==> src/rtl/trap_ctrl.sv <==
// rtl/trap_ctrl.sv - machine-mode trap controller: trap CSRs, trap entry/mret sequencing, PC redirect
module trap_ctrl #(
    parameter logic [63:0] MTVEC_RESET = 64'h100,
    parameter logic        VECTORED_EN = 1'b1
) (
    input  logic        clk,
    input  logic        rst,
    input  logic        exc_en,
    input  logic [3:0]  exc_code,
    input  logic [63:0] exc_val,
    input  logic [63:0] cur_pc,
    input  logic        mret,
    input  logic        irq_ext,
    input  logic        pc_en,
    input  logic        csr_we,
    input  logic [11:0] csr_addr,
    input  logic [63:0] csr_wdata,
    output logic [63:0] csr_rdata,
    output logic        pc_trap_taken,
    output logic [63:0] pc_trap,
    output logic        pc_ret_taken,
    output logic [63:0] pc_ret,
    output logic        trap_busy
);

    localparam logic [1:0] ST_IDLE = 2'd0;
    localparam logic [1:0] ST_TRAP = 2'd1;
    localparam logic [1:0] ST_RET  = 2'd2;

    localparam logic [11:0] A_MSTATUS = 12'h300;
    localparam logic [11:0] A_MIE     = 12'h304;
    localparam logic [11:0] A_MTVEC   = 12'h305;
    localparam logic [11:0] A_MEPC    = 12'h341;
    localparam logic [11:0] A_MCAUSE  = 12'h342;
    localparam logic [11:0] A_MTVAL   = 12'h343;
    localparam logic [11:0] A_MIP     = 12'h344;

    // Mode bit 0 only survives when vectored interrupts are supported.
    localparam logic [63:0] MTVEC_MASK = VECTORED_EN ? ~64'h2 : ~64'h3;
    localparam logic [63:0] IRQ_CAUSE  = {1'b1, 63'd11};

    logic [1:0]  state_q, state_d;
    logic        mie_q, mie_d;
    logic        mpie_q, mpie_d;
    logic        meie_q, meie_d;
    logic [63:0] mtvec_q, mtvec_d;
    logic [63:0] mepc_q, mepc_d;
    logic [63:0] mcause_q, mcause_d;
    logic [63:0] mtval_q, mtval_d;
    logic [63:0] pc_trap_q, pc_trap_d;

    logic        irq_pending;
    logic [63:0] trap_base;

    assign irq_pending = mie_q & meie_q & irq_ext;
    assign trap_base   = {mtvec_q[63:2], 2'b00};

    always_comb begin
        state_d   = state_q;
        mie_d     = mie_q;
        mpie_d    = mpie_q;
        meie_d    = meie_q;
        mtvec_d   = mtvec_q;
        mepc_d    = mepc_q;
        mcause_d  = mcause_q;
        mtval_d   = mtval_q;
        pc_trap_d = pc_trap_q;

        if (csr_we) begin
            case (csr_addr)
                A_MSTATUS: begin
                    mie_d  = csr_wdata[3];
                    mpie_d = csr_wdata[7];
                end
                A_MIE:    meie_d   = csr_wdata[11];
                A_MTVEC:  mtvec_d  = csr_wdata & MTVEC_MASK;
                A_MEPC:   mepc_d   = {csr_wdata[63:2], 2'b00};
                A_MCAUSE: mcause_d = csr_wdata;
                A_MTVAL:  mtval_d  = csr_wdata;
                default:  ;
            endcase
        end

        // Trap/mret updates are applied after the CSR write so they win on shared fields.
        case (state_q)
            ST_IDLE: begin
                if (exc_en || irq_pending) begin
                    mepc_d  = {cur_pc[63:2], 2'b00};
                    mpie_d  = mie_q;
                    mie_d   = 1'b0;
                    state_d = ST_TRAP;
                    if (exc_en) begin
                        mcause_d  = {60'd0, exc_code};
                        mtval_d   = exc_val;
                        pc_trap_d = trap_base;
                    end else begin
                        mcause_d  = IRQ_CAUSE;
                        mtval_d   = 64'd0;
                        pc_trap_d = mtvec_q[0] ? trap_base + 64'd44 : trap_base;
                    end
                end else if (mret) begin
                    mie_d   = mpie_q;
                    mpie_d  = 1'b1;
                    state_d = ST_RET;
                end
            end
            ST_TRAP, ST_RET: begin
                if (pc_en) begin
                    state_d = ST_IDLE;
                end
            end
            default: state_d = ST_IDLE;
        endcase
    end

    always_ff @(posedge clk) begin
        if (rst) begin
            state_q   <= ST_IDLE;
            mie_q     <= 1'b0;
            mpie_q    <= 1'b0;
            meie_q    <= 1'b0;
            mtvec_q   <= MTVEC_RESET & MTVEC_MASK;
            mepc_q    <= 64'd0;
            mcause_q  <= 64'd0;
            mtval_q   <= 64'd0;
            pc_trap_q <= 64'd0;
        end else begin
            state_q   <= state_d;
            mie_q     <= mie_d;
            mpie_q    <= mpie_d;
            meie_q    <= meie_d;
            mtvec_q   <= mtvec_d;
            mepc_q    <= mepc_d;
            mcause_q  <= mcause_d;
            mtval_q   <= mtval_d;
            pc_trap_q <= pc_trap_d;
        end
    end

    always_comb begin
        csr_rdata = 64'd0;
        case (csr_addr)
            A_MSTATUS: csr_rdata = {56'd0, mpie_q, 3'd0, mie_q, 3'd0};
            A_MIE:     csr_rdata = {52'd0, meie_q, 11'd0};
            A_MTVEC:   csr_rdata = mtvec_q;
            A_MEPC:    csr_rdata = mepc_q;
            A_MCAUSE:  csr_rdata = mcause_q;
            A_MTVAL:   csr_rdata = mtval_q;
            A_MIP:     csr_rdata = {52'd0, irq_ext, 11'd0};
            default:   csr_rdata = 64'd0;
        endcase
    end

    assign pc_trap_taken = (state_q == ST_TRAP);
    assign pc_ret_taken  = (state_q == ST_RET);
    assign trap_busy     = (state_q != ST_IDLE);
    assign pc_trap       = pc_trap_q;
    assign pc_ret        = mepc_q;

endmodule

==> config.mk <==
export PLATFORM = sky130hd
export DESIGN_NAME = trap_ctrl
export DESIGN_NICKNAME = d
export VERILOG_FILES = /design/src/rtl/trap_ctrl.sv
export SDC_FILE = /design/constraint.sdc
export NUM_CORES = 1
export LEC_CHECK = 0
export ABC_CLOCK_PERIOD_IN_PS = 8350
export CORE_MARGIN = 2
export CORE_UTILIZATION = 40
export DETAILED_ROUTE_END_ITERATION = 16
export HOLD_SLACK_MARGIN = 0.02
export PLACE_DENSITY = 0.74
export SETUP_SLACK_MARGIN = 0.3
export SKIP_CTS_REPAIR_TIMING = 1
export SLEW_MARGIN = 20
export SYNTH_ARGS = -nofsm -noshare
export SYNTH_HDL_FRONTEND = slang
export SYNTH_SLANG_ARGS = --single-unit
==> constraint.sdc <==
create_clock -name clk -period 8.35 [get_ports clk]
set_input_delay 2.0875 -clock clk [delete_from_list [all_inputs] [get_ports clk]]
set_output_delay 2.0875 -clock clk [all_outputs]
set_load 0.03 [all_outputs]
* Yosys cells after proc, flatten, opt, wreduce, memory -nomap -nowiden
Cells that the tools add are included.
** Operators by class
- Add/sub/neg operators :: 1
- Equality and inequality tests :: 11
- Mux-type cells :: 31
- Bitwise operators :: 2
- Reductions and logical operators :: 8
** Operators by type and width (count)
- 64-bit 2-to-1 mux :: 16
- 64-bit one-hot mux with 7 select lines :: 1
- 12-bit by 10-bit == test with 1-bit output, second input constant :: 7
- 64-bit by 6-bit adder with 64-bit output, second input constant :: 1
- 1-bit 2-to-1 mux :: 10
- 2-bit AND reduction :: 4
- 2-bit 2-to-1 mux :: 3
- 2-bit one-hot mux with 2 select lines :: 1
- 3-bit inequality test, second input constant :: 1
- 1-bit AND :: 2
- 2-bit by 1-bit == test with 1-bit output, second input constant :: 1
- 2-bit == test, second input constant :: 1
- 2-bit zero test :: 1
- 2-bit inequality test, second input constant :: 1
- 2-bit nonzero test :: 1
- 2-bit OR reduction :: 1
- 1-bit logical OR :: 1
** Storage, ports and cells
- Flip-flop bits (word level) :: 324
- Bits of input ports :: 215
- Output and inout bits :: 195
- Word-level logic and storage cells :: 62

* Logic depth before layout (Yosys ltp)
Gate-level depths: netlist (run 1).
- Depth after elaboration :: 6
- Gate-level depth with buffers :: 10
- Gate-level depth less buffers :: 8

* Worst setup path after synthesis (run 1)
OpenSTA, ideal clock, no wires.
- Path kind :: input port to output port
- Start :: input csr_addr[10]
- End :: output csr_rdata[11]
- Data arrival time :: 4123 ps
- Required time :: 6262 ps
- Setup slack :: 2139 ps
- Stages :: 7
- Buffers on the path :: 2
- Cells stage by stage :: or4_4 nor4b_2 nor3b_2 clkbuf_1 clkbuf_1 a32oi_1 o21ai_0
** On the way
- Longest elaborated chain between the ends :: 2
- Elaborated cells between the ends (all ways) :: 8
- Those cells by class :: eq/ne (7); mux (1)
** Ends and longest elaborated chain
- start, declared :: RTL line 16 : input logic [11:0] csr_addr,
- 12-bit by 10-bit == test with 1-bit output :: RTL line 142 : case (csr_addr)
- 64-bit one-hot mux with 7 select lines * :: RTL line 142
- end, declared :: RTL line 18 : output logic [63:0] csr_rdata,
Mark *: on every way between the ends. The rest lies on a longest branch, timed or not.

* Final worst setup path (run 1)
- Start :: input csr_addr[10]
- End :: output csr_rdata[35]
Same word-level chain as after synthesis.

==> results.md, run 1 <==
- The flow ran to the end, and the final reports show no timing, DRC or antenna violations.
- Dividing total power by cell area gives a power density of 192.0 nW/um2.
- The path type of the worst min-delay path is register to register.
- The launching instance or port of the critical path is csr_addr[10].
- The maximum operating frequency is 0.1337 GHz.
- The total of endpoints with negative setup slack in the final report is 0.
- The starting utilization of the core area is 40.46%.
- The share of synthesized flip-flops with an asynchronous set or reset is 0%.
- The number of antenna violations at the first check in global routing is 8.
- The count of cells along the worst register-to-register path is 8.
- The number of synthesized register bits is 322.
- In this run the cell area of the synthesized design comes to 14,780 um2.
- The die is 196.2 um tall.
- In this run the number of cells on the critical path is 9.
- TritonCTS built the clock tree.
- The hold path depth is 2.
- The clock latency of the later-clocked register in the worst-skew pair is 0.52 ns.
- The total global routing overflow is 0.
- The H-tree depth is 2.
- The total internal power is 2.832 mW.
- The area of the die is 38,500 um2.
- By area the synthesized netlist is led by sky130_fd_sc_hd__dfxtp_1 44%, sky130_fd_sc_hd__nand2_1 14%, sky130_fd_sc_hd__a21oi_1 5.9%.
- The peak ir drop on the vdd network is 123.8 uV.
- The synthesized design contains 0 enable-type register cells.
- For the worst setup path, the data arrival time is 5.39 ns.
- The total number of vias is 15,690.
- Dividing the detail-routed wire length by the instance count gives 21.68 um.
- After technology mapping, the gate count stands at 1,897.
- The most frequent cell on the critical path is sky130_fd_sc_hd__nand2_1.
- The wire length reported by the detailed router is 58,920 um.
- The final hold violation count is 0.
- After detailed routing, the number of vias per cell comes to 5.775.
- The floorplan step set the die width to 196.2 um.
- The power share of the sequential group is 43.4%.
- The most common flop cell mapped by yosys is sky130_fd_sc_hd__dfxtp_1.
- The iteration count of the initial detailed-routing pass is 9.
- After synthesis, flip-flops and latches occupy 43.62% of the total area.
- The largest total area in the synthesized netlist belongs to sky130_fd_sc_hd__dfxtp_1.
- The fraction of final layout cells sized beyond drive strength 1 is 5.221%.
- The unique cell type count in the Yosys netlist is 59.
- The number of input and output port buffers inserted is 405.
- The detailed-route DRC error count is 0.
- The analysis attributes to net switching a power of 1.056 mW.
- The worst min-delay path startpoint is pc_trap[47].
- The routing usage on met2 is 46.13%.
- The routability-driven placement congestion ratio is 0.9162.
- The maximum fanout count along the critical path is 13.
- The critical path goes through clkdlybuf4s50_1 -> or4_4 -> nor4b_2 -> nand2_1 -> nor2_2 -> buf_4 -> nand2_1 -> nand2_1 -> clkdlybuf4s50_1.
- Among all cell types in the netlist, the one instantiated most often is sky130_fd_sc_hd__nand2_1.
- By count the netlist is led by 566 x sky130_fd_sc_hd__nand2_1, 322 x sky130_fd_sc_hd__dfxtp_1, 173 x sky130_fd_sc_hd__a21oi_1, 131 x sky130_fd_sc_hd__nor2_1, 110 x sky130_fd_sc_hd__clkbuf_1.
- After floorplanning, the core was divided into 70 placement rows.
- STA classifies the critical path endpoint as an output port.
- Entering global routing, the biggest net connects 100 pins.
- The post-route clock skew is 0.01453 ns.
- The worst pin sits at a relative slew slack of 28.60%.
- For the pin with the worst max-slew slack, the measured transition is 1.071 ns.
- The number of nets still failing antenna checks after routing is 0.
- On the worst path, the slowest cell contributes a delay of 0.70 ns.
- The clock buffer count from CTS is 36.
- Setup repair after global routing left no endpoint under its margin.
- No sink is reached through more buffers than the 3 on the longest clock path.
- The critical path required time is 6.26 ns.
- The critical path class is primary input to output port.
- In the final timing run, aggregate negative setup slack is 0 ns.
- In the global route stage, overall resource usage came out at 29.57%.
- Together, buffers and inverters on the worst path number 3.
- The global routing stage identified its most utilized layer as met2.
- For this design the top-level I/O count stands at 410.
- Of the total power, the share spent switching nets is 27.16%.
- In this run the standard cell core region covers 36,520 um2.
- The global routing usage on met3 is 4.728%.
- The violation count after the first detailed-routing iteration is 1,778.
- The final layout contains 2,434 nets.
- The post-layout total power is 3.888 mW.
- The area overhead of the layout relative to synthesis is 36.98%.
- Counting I/O delays and the setup requirement, the final critical path takes 7.479 ns.
- After legalization and detailed placement, the total HPWL measured 40,480 um.
- The final hold slack is 0.4475 ns.
- The combinational power share is 15.7%.
- Each instance of the synthesized netlist takes up on average 7.790 um2.
- Max-cap violations in this run came to 0.
- The wire length of the first global-routing pass is 88,690 um.
- The tree built by TritonCTS fans out to 322 sinks.
- The highest-delay cell along the critical path is sky130_fd_sc_hd__clkdlybuf4s50_1.
- The origin of the critical flop-to-flop path is state_q[0].
- The largest delay contributor family on the critical path is simple AND/OR/NAND/NOR gates.
- The area share of the largest cell type after synthesis is 43.62%.
- For met1 alone, demand over resource in global routing was 40.28%.
- STA classifies the critical path startpoint as a primary input.
- The count of yosys warnings during synthesis is 0.
- After clock tree synthesis, the clock-pin slew on the worst setup and hold paths is 0.06 ns.
- The final max-slew violation count was 0.
- CTS placed an instance of sky130_fd_sc_hd__clkbuf_16 at the clock tree root.
- The final cycle utilization of the critical path is 89.57%.
- The via count of the first global-routing pass came to 14,890.
- The clock network burns 40.9% of the power.
- The reported leakage power is 7.302 nW.
worst register-to-register path, delay by kind of cell, from the launching register on:
kind | cells | cell delay [ns]
compound gates | 2 | 0.49
simple gates | 1 | 0.15
fa+ha+maj | 1 | 0.37
flops | 1 | 0.32
buf+inv | 4 | 1.58
final cells by class:
type                            instances  area [um2]
Antenna cell                            8       20.02
Clock buffer                           52        1102
Clock inverter                         12       87.58
Fill cell                            3338       16280
Inverter                               17       63.81
Multi-Input combinational cell       1407        7675
Sequential cell                       322        6446
Tap cell                              468       585.6
Timing Repair Buffer                  431        4263
power groups by stage:
| stage | clock, mW | sequential [mW] | combinational (mW) |
|---|---|---|---|
| floorplan | 0 | 1.81 | 0.203 |
| global placement | 0 | 1.72 | 0.598 |
| detailed placement | 0 | 1.72 | 0.606 |
| CTS | 1.61 | 1.69 | 0.610 |
| global route | 1.68 | 1.70 | 0.651 |
| finish | 1.59 | 1.69 | 0.611 |
worst paths after layout:
path / endpoint / slack, ns
worst max-delay path: csr_rdata[35] / 0.87
worst min-delay path: pc_trap[47] / 0.45
worst max register to register: pc_ret[25] / 5.34
worst min register to register: pc_trap[47] / 0.45
logic make-up (layout without fill, tap and decap cells):
kind of cell	Yosys count	in the layout	synth area share, %
AO/OA/AOI/OAI	450	450	19.71
XOR/XNOR	53	53	3.141
adder cells (fa/ha/maj)	4	4	0.3387
buffers and inverters	169	512	4.894
flip-flops	322	322	43.62
multiplexers	73	73	4.953
other	1	10	0.02538
AND/OR/NAND/NOR	825	825	23.32
metal layers:
metal  share of wire, %  vias up
met5                  0        -
met2                 45      900
met3                9.4      137
met1                 42     7377
li1                   -     7278
met4                4.0        0
layout by cell type, fill, tap and decap left out, types with 5 or more instances in the layout:
cell,synthesis,layout
sky130_fd_sc_hd__inv_1,16,16
sky130_fd_sc_hd__xor2_1,13,13
sky130_fd_sc_hd__nor4_1,13,13
sky130_fd_sc_hd__and4_1,5,5
sky130_fd_sc_hd__a311oi_1,24,24
sky130_fd_sc_hd__dfxtp_1,322,322
sky130_fd_sc_hd__a211oi_1,87,87
sky130_fd_sc_hd__a222oi_1,60,60
sky130_fd_sc_hd__buf_4,16,25
sky130_fd_sc_hd__nor2_1,131,126
sky130_fd_sc_hd__o21ai_1,61,61
sky130_fd_sc_hd__o21ai_0,29,29
sky130_fd_sc_hd__nand4_1,14,14
sky130_fd_sc_hd__nor2_4,2,5
sky130_fd_sc_hd__nor3_1,25,25
sky130_fd_sc_hd__xnor2_1,40,40
sky130_fd_sc_hd__clkbuf_16,0,37
sky130_fd_sc_hd__nand3_1,26,26
sky130_fd_sc_hd__clkdlybuf4s50_1,0,404
sky130_fd_sc_hd__clkinv_2,0,10
sky130_fd_sc_hd__clkbuf_8,0,12
sky130_fd_sc_hd__mux2i_1,72,72
sky130_fd_sc_hd__diode_2,0,8
sky130_fd_sc_hd__a21oi_1,173,173
sky130_fd_sc_hd__or3_1,10,10
sky130_fd_sc_hd__nand2_1,566,563
per-stage QoR:
| step | setup WS (ns) | cells | utilization [%] | area (um2) |
|---|---|---|---|---|
| floorplan | 2.139 | 1898 | - | 14780 |
| global placement | 0.9021 | 2644 | 52.06 | 19010 |
| detailed placement | 0.9418 | 2644 | 52.06 | 19010 |
| CTS | 0.9035 | 2708 | 55.32 | 20200 |
| global route | 0.7523 | 2717 | 55.43 | 20240 |
| finish | 0.8706 | 2717 | 55.43 | 20240 |
state kept, by name, summed over array words and instances (netlist names):
| register | flops |
|---|---|
| mcause_q | 64 |
| mtval_q | 64 |
| pc_ret | 64 |
| mtvec_q | 63 |
| pc_trap | 62 |
| state_q | 2 |
| meie_q | 1 |
| mie_q | 1 |
| mpie_q | 1 |
Note: power is estimated with default switching activity, not from simulation.
==> run 2, diff against run 1 <==
- CORE_MARGIN: 2 -> 5
- PLACE_DENSITY: 0.74 -> 0.69
==> run 2 against run 1 <==
Effect of this change: maximum frequency is 0.30% higher; via count decreased by 1.1%; first-iteration DRC count decreased by 5.2%; critical path type unchanged; non-clock buffer count is the same; critical endpoint is now csr_rdata[36]; final cell count is the same; global-route usage down 1.9 points; setup slack improved by 0.023 ns; sequential cell count is the same.
==> results.md, run 2 (synthesis results as in run 1) <==
- The end-of-flow core utilization is 55.59% (was 55.43%).
- The reported leakage power is 7.312 nW (was 7.302 nW).
- The die height is 202.2 um (was 196.2 um).
- The total of endpoints with negative setup slack in the final report is 0 (unchanged).
- The routability-driven placement congestion ratio is 0.9666 (was 0.9162).
- The final non-filler cell area was 20,300 um2 (was 20,240 um2).
- The peak ir drop on the vdd network came to 115.5 uV (was 123.8 uV).
- The number of buffers on the longest clock path was 3 (unchanged).
- Outcome: complete, no violations (unchanged).
- The clock latency of the later-clocked register in the worst-skew pair is 0.51 ns (was 0.52 ns).
- The arrival time at the worst endpoint came to 5.37 ns (was 5.39 ns).
- The maximum single-stage delay on the critical path is 0.70 ns (about the same).
- The kind of start point of the critical path is a primary input (unchanged).
- The type of destination of the critical path is an output port (unchanged).
- The number of rows created at floorplan is 70 (unchanged).
- The setup slack on the worst flop-to-flop path is 5.33 ns (was 5.34 ns).
- The slew at the pin with the worst max-slew slack is 1.057 ns (was 1.071 ns).
- The detailed-route DRC error count is 0 (unchanged).
- The width of the die was 202.2 um (was 196.2 um).
- The placed cell area is 19,040 um2 (was 19,010 um2).
- The final hold violation count is 0 (unchanged).
- The clock buffer count from CTS is 37 (was 36).
- The number of filler cells placed in the layout is 3,381 (was 3,338).
- Most frequent cells in the layout: 563 x sky130_fd_sc_hd__nand2_1, 404 x sky130_fd_sc_hd__clkdlybuf4s50_1, 322 x sky130_fd_sc_hd__dfxtp_1, 173 x sky130_fd_sc_hd__a21oi_1, 125 x sky130_fd_sc_hd__nor2_1 (was 563 x sky130_fd_sc_hd__nand2_1, 404 x sky130_fd_sc_hd__clkdlybuf4s50_1, 322 x sky130_fd_sc_hd__dfxtp_1, 173 x sky130_fd_sc_hd__a21oi_1, 126 x sky130_fd_sc_hd__nor2_1).
- The reported max-cap violation count is 0 (unchanged).
- The violation count after the first detailed-routing iteration is 1,686 (was 1,778).
- The maximum operating frequency is 0.1341 GHz (was 0.1337 GHz).
- Setup repair after global routing missed its margin: no (unchanged).
- The total number of vias was 15,520 (was 15,690).
- The via count of the first global-routing pass is 15,130 (was 14,890).
- The final cycle utilization of the critical path is 89.30% (was 89.57%).
- The clock period minus final worst setup slack was 7.457 ns (was 7.479 ns).
- The most common cell after layout, fill and taps aside is sky130_fd_sc_hd__nand2_1 (unchanged).
- The final max-slew violation count is 0 (unchanged).
- The most frequent cell on the critical path is sky130_fd_sc_hd__clkdlybuf4s50_1 (was sky130_fd_sc_hd__nand2_1).
- The number of top-level pins is 410 (unchanged).
- The fraction of final layout cells sized beyond drive strength 1 is 5.174% (was 5.221%).
- The area of the placeable core was 36,520 um2 (unchanged).
- The critical path required time came to 6.26 ns (about the same).
- The iteration count of the initial detailed-routing pass is 9 (unchanged).
- The number of antenna violations at the first check in global routing is 8 (unchanged).
- The all-layer global routing usage came to 27.69% (was 29.57%).
- The critical path class is primary input to output port (unchanged).
- The maximum fanout count along the critical path is 15 (was 13).
- The total global routing overflow is 0 (unchanged).
- The post-placement worst setup slack was 0.9513 ns (was 0.9418 ns).
- The H-tree depth is 2 (unchanged).
- The HPWL after detailed placement is 41,410 um (was 40,480 um).
- The cell area power density came to 194.5 nW/um2 (was 192.0 nW/um2).
- The post-route worst setup slack is 0.8932 ns (was 0.8706 ns).
- The CTS root buffer is sky130_fd_sc_hd__clkbuf_16 (unchanged).
- The relative max-transition margin was 29.40% (was 28.60%).
- The area of the die is 40,890 um2 (was 38,500 um2).
- The summed negative setup slack over all endpoints is 0 ns (unchanged).
- The net count of the finished layout came to 2,435 (was 2,434).
- The highest-delay cell along the critical path is sky130_fd_sc_hd__clkdlybuf4s50_1 (unchanged).
- The wire length reported by the detailed router is 59,710 um (was 58,920 um).
- The area overhead of the layout relative to synthesis came to 37.38% (was 36.98%).
- The clock tree from TritonCTS was built (unchanged).
- The hold path depth is 2 (unchanged).
- The final hold slack came to 0.4511 ns (was 0.4475 ns).
- The clock sink total is 322 (unchanged).
- The starting utilization of the core area is 40.46% (unchanged).
- The post-detailed-route wirelength per cell is 21.98 um (was 21.68 um).
- The number of nets still failing antenna checks after routing is 0 (unchanged).
- The path type of the worst min-delay path is register to register (unchanged).
- The number of input and output port buffers inserted is 405 (unchanged).
- The number of vias per cell after detailed routing is 5.711 (was 5.775).
- The post-route clock skew is 0.01433 ns (was 0.01453 ns).
- The largest net degree at the start of global routing is 84 (was 100).
- Critical path, cell by cell: clkdlybuf4s50_1 -> or4_4 -> nor3_1 -> and4b_2 -> buf_4 -> a222oi_1 -> nand2_1 -> clkdlybuf4s50_1 (was clkdlybuf4s50_1 -> or4_4 -> nor4b_2 -> nand2_1 -> nor2_2 -> buf_4 -> nand2_1 -> nand2_1 -> clkdlybuf4s50_1).
- The count of cells along the worst register-to-register path was 8 (unchanged).
- The wire length of the first global-routing pass is 90,420 um (was 88,690 um).
- The clock transition at the registers of the reported paths came to 0.06 ns (about the same).
-- run 2: critical path: cells and delay by family --
kind                   cells  cell delay (ns)
buffers and inverters      3             1.43
AOI/OAI and AO/OA          1             0.13
and+or+nand+nor            4             1.70
-- run 2: metal layers --
layer  global-route usage [%]  up-vias  wire (um)
li1                         -     7275          -
met1                    37.84     7282      25200
met2                    43.61      834      26860
met3                    5.695      127       5599
met4                    9.821        0       2059
met5                        0        -          0
-- run 2: power by group --
group / total [mW] / switching [mW] / internal [mW]
logic: 0.612 / 0.350 / 0.262
registers: 1.69 / 0.0617 / 1.62
clock network: 1.65 / 0.649 / 1.00
-- run 2: final cells by class --
class                           count  area [um2]  share of cell area (%)
Clock inverter                     10       111.4                  0.5485
Multi-Input combinational cell   1407        7679                   37.82
Inverter                           17       63.81                  0.3143
Tap cell                          468       585.6                   2.884
Antenna cell                        7       17.52                 0.08628
Clock buffer                       55        1136                   5.596
Timing Repair Buffer              431        4263                   21.00
Sequential cell                   322        6446                   31.75
-- run 2: worst paths after layout --
| path | from | to |
|---|---|---|
| setup / recovery | csr_addr[10] | csr_rdata[36] |
| hold / removal | pc_trap[57] | pc_trap[57] |
| setup reg to reg | state_q[0] | pc_trap[55] |
| hold reg to reg | pc_trap[57] | pc_trap[57] |
-- run 2: through the flow --
stage          power [mW]  std cells
3_5_place_dp        2.328       2645
3_3_place_gp        2.317       2645
5_1_grt             4.091       2717
2_1_floorplan       2.014       1898
6_report            3.949       2717
4_1_cts             3.973       2710
==> run 3, diff against run 2 <==
- CTS_BUF_LIST: default -> sky130_fd_sc_hd__clkbuf_8 sky130_fd_sc_hd__clkbuf_16
==> run 3 against run 2 <==
Effect of this change: count of clock-buffer cells in the layout fell by 6; core utilization stayed put; hold slack got worse by 0.00097 ns; die area is the same; critical path depth is the same; clock skew shrank 0.00066 ns; setup slack improved by 0.039 ns; clock power about the same; register-to-register slack barely moved; highest routed layer unchanged.
==> results.md, run 3 (synthesis results as in run 1) <==
- The clock power share is 41.7% (was 41.8%).
- The reported max-cap violation count is 0 (unchanged).
- The H-tree depth came to 2 (unchanged).
- The combinational power share is 15.5% (about the same).
- The net count of the finished layout is 2,435 (unchanged).
- The clock buffer count from CTS is 37 (unchanged).
- The post-detailed-route wirelength per cell was 21.95 um (was 21.98 um).
- The number of rows created at floorplan is 70 (unchanged).
- The starting utilization of the core area was 40.46% (unchanged).
- The maximum operating frequency is 0.1348 GHz (was 0.1341 GHz).
- The area overhead of the layout relative to synthesis came to 37.38% (unchanged).
- The final max-slew violation count is 0 (unchanged).
- The total of endpoints with negative setup slack in the final report came to 0 (unchanged).
- The number of nets still failing antenna checks after routing came to 0 (unchanged).
- The number of buffers on the longest clock path was 3 (unchanged).
- Most frequent cells in the layout: 563 x sky130_fd_sc_hd__nand2_1, 404 x sky130_fd_sc_hd__clkdlybuf4s50_1, 322 x sky130_fd_sc_hd__dfxtp_1, 173 x sky130_fd_sc_hd__a21oi_1, 125 x sky130_fd_sc_hd__nor2_1 (unchanged).
- The hold path depth is 2 (unchanged).
- The summed negative setup slack over all endpoints came to 0 ns (unchanged).
- The clock transition at the registers of the reported paths is 0.05 ns (was 0.06 ns).
- The clock sink total is 322 (unchanged).
- The fraction of final layout cells sized beyond drive strength 1 is 5.174% (unchanged).
- The total placed cells including tap cells is 2,645 (unchanged).
- The most common cell after layout, fill and taps aside is sky130_fd_sc_hd__nand2_1 (unchanged).
- The post-placement worst setup slack was 0.9513 ns (unchanged).
- The critical path required time was 6.26 ns (about the same).
- The total number of vias is 15,480 (was 15,520).
- The post-layout total power is 3.942 mW (was 3.949 mW).
- The switching power as a share of total power is 26.90% (was 26.86%).
- The total global routing overflow came to 0 (unchanged).
- The via count of the first global-routing pass is 15,130 (unchanged).
- The all-layer global routing usage is 27.69% (unchanged).
- The type of destination of the critical path is an output port (unchanged).
- The slew at the pin with the worst max-slew slack is 1.087 ns (was 1.057 ns).
- The CTS root buffer is sky130_fd_sc_hd__clkbuf_16 (unchanged).
- The clock tree from TritonCTS is built (unchanged).
- The post-route worst setup slack came to 0.9323 ns (was 0.8932 ns).
- The power share of the sequential group is 42.8% (was 42.7%).
- The total internal power was 2.881 mW (was 2.889 mW).
- The maximum fanout count along the critical path came to 15 (unchanged).
- The path type of the worst min-delay path was register to register (unchanged).
- The number of top-level pins came to 410 (unchanged).
- The number of antenna violations at the first check in global routing is 8 (unchanged).
- The arrival time at the worst endpoint was 5.33 ns (was 5.37 ns).
- The number of input and output port buffers inserted is 405 (unchanged).
- The die height came to 202.2 um (unchanged).
- The largest net degree at the start of global routing is 84 (unchanged).
- The count of cells along the worst register-to-register path came to 8 (unchanged).
- The number of filler cells placed in the layout is 3,381 (unchanged).
- The switching power came to 1.060 mW (was 1.061 mW).
- The peak ir drop on the vdd network came to 115.1 uV (was 115.5 uV).
- Outcome: complete, no violations (unchanged).
- The kind of start point of the critical path is a primary input (unchanged).
- The final cell count without fillers is 2,717 (unchanged).
- The cell area power density came to 194.1 nW/um2 (was 194.5 nW/um2).
- The clock latency of the later-clocked register in the worst-skew pair was 0.51 ns (about the same).
- The number of vias per cell after detailed routing was 5.697 (was 5.711).
- The critical path class is primary input to output port (unchanged).
- The wire length reported by the detailed router is 59,630 um (was 59,710 um).
- The final hold violation count is 0 (unchanged).
- The clock period minus final worst setup slack came to 7.418 ns (was 7.457 ns).
- The width of the die is 202.2 um (unchanged).
- The iteration count of the initial detailed-routing pass is 6 (was 9).
- The area of the placeable core came to 36,520 um2 (unchanged).
- The routability-driven placement congestion ratio is 0.9666 (unchanged).
- The HPWL after detailed placement is 41,410 um (unchanged).
- The post-route clock skew is 0.01367 ns (was 0.01433 ns).
- The reported leakage power is 7.337 nW (was 7.312 nW).
- The wire length of the first global-routing pass was 90,420 um (unchanged).
- Setup repair after global routing missed its margin: no (unchanged).
- The violation count after the first detailed-routing iteration came to 1,586 (was 1,686).
- The area of the die came to 40,890 um2 (unchanged).
- The relative max-transition margin is 27.38% (was 29.40%).
- The detailed-route DRC error count is 0 (unchanged).
- The final cycle utilization of the critical path is 88.83% (was 89.30%).
[run 3: final timing paths]
kind                      from            end  slack, ns
setup reg to reg    state_q[0]     pc_ret[49]       5.32
hold / removal    mcause_q[16]   mcause_q[16]       0.45
hold reg to reg   mcause_q[16]   mcause_q[16]       0.45
setup / recovery  csr_addr[10]  csr_rdata[36]       0.93
[run 3: through the flow]
stage / utilization, % / hold slack, ns / area, um2
after floorplan: - / 0.4312 / 14780
after global placement: 52.11 / 0.4380 / 19030
after global routing: 55.59 / 0.4729 / 20300
final: 55.59 / 0.4501 / 20300
after CTS: 55.54 / 0.4504 / 20280
after detailed placement: 52.12 / 0.4428 / 19040
[run 3: layer usage]
| layer | vias up | GRT usage [%] | part of all wire (%) |
|---|---|---|---|
| li1 | 7274 | - | - |
| met1 | 7264 | 37.85 | 42 |
| met2 | 819 | 43.60 | 45 |
| met3 | 122 | 5.695 | 9.8 |
| met4 | 0 | 9.821 | 3.5 |
| met5 | - | 0 | 0 |
[run 3: critical path, stage by stage]
cell	delay [ns]
sky130_fd_sc_hd__clkdlybuf4s50_1	0.42
sky130_fd_sc_hd__or4_4	0.58
sky130_fd_sc_hd__nor3_1	0.37
sky130_fd_sc_hd__and4b_2	0.59
sky130_fd_sc_hd__buf_4	0.30
sky130_fd_sc_hd__a222oi_1	0.13
sky130_fd_sc_hd__nand2_1	0.14
sky130_fd_sc_hd__clkdlybuf4s50_1	0.70
[run 3: cell type report]
class	instances	area (um2)	area share, %
antenna	7	17.52	0.08628
clock buffer	49	1114	5.485
clock inverter	16	133.9	0.6594
inverter	17	63.81	0.3143
multi-input combinational	1407	7679	37.82
sequential	322	6446	31.75
tap	468	585.6	2.884
timing repair buffer	431	4263	21.00
[run 3: power by group through the flow]
stage | Combinational [mW] | Sequential [mW] | Clock, mW
floorplan | 0.203 | 1.81 | 0
global placement | 0.602 | 1.72 | 0
detailed placement | 0.610 | 1.72 | 0
CTS | 0.613 | 1.68 | 1.67
global route | 0.656 | 1.70 | 1.73
finish | 0.611 | 1.69 | 1.64
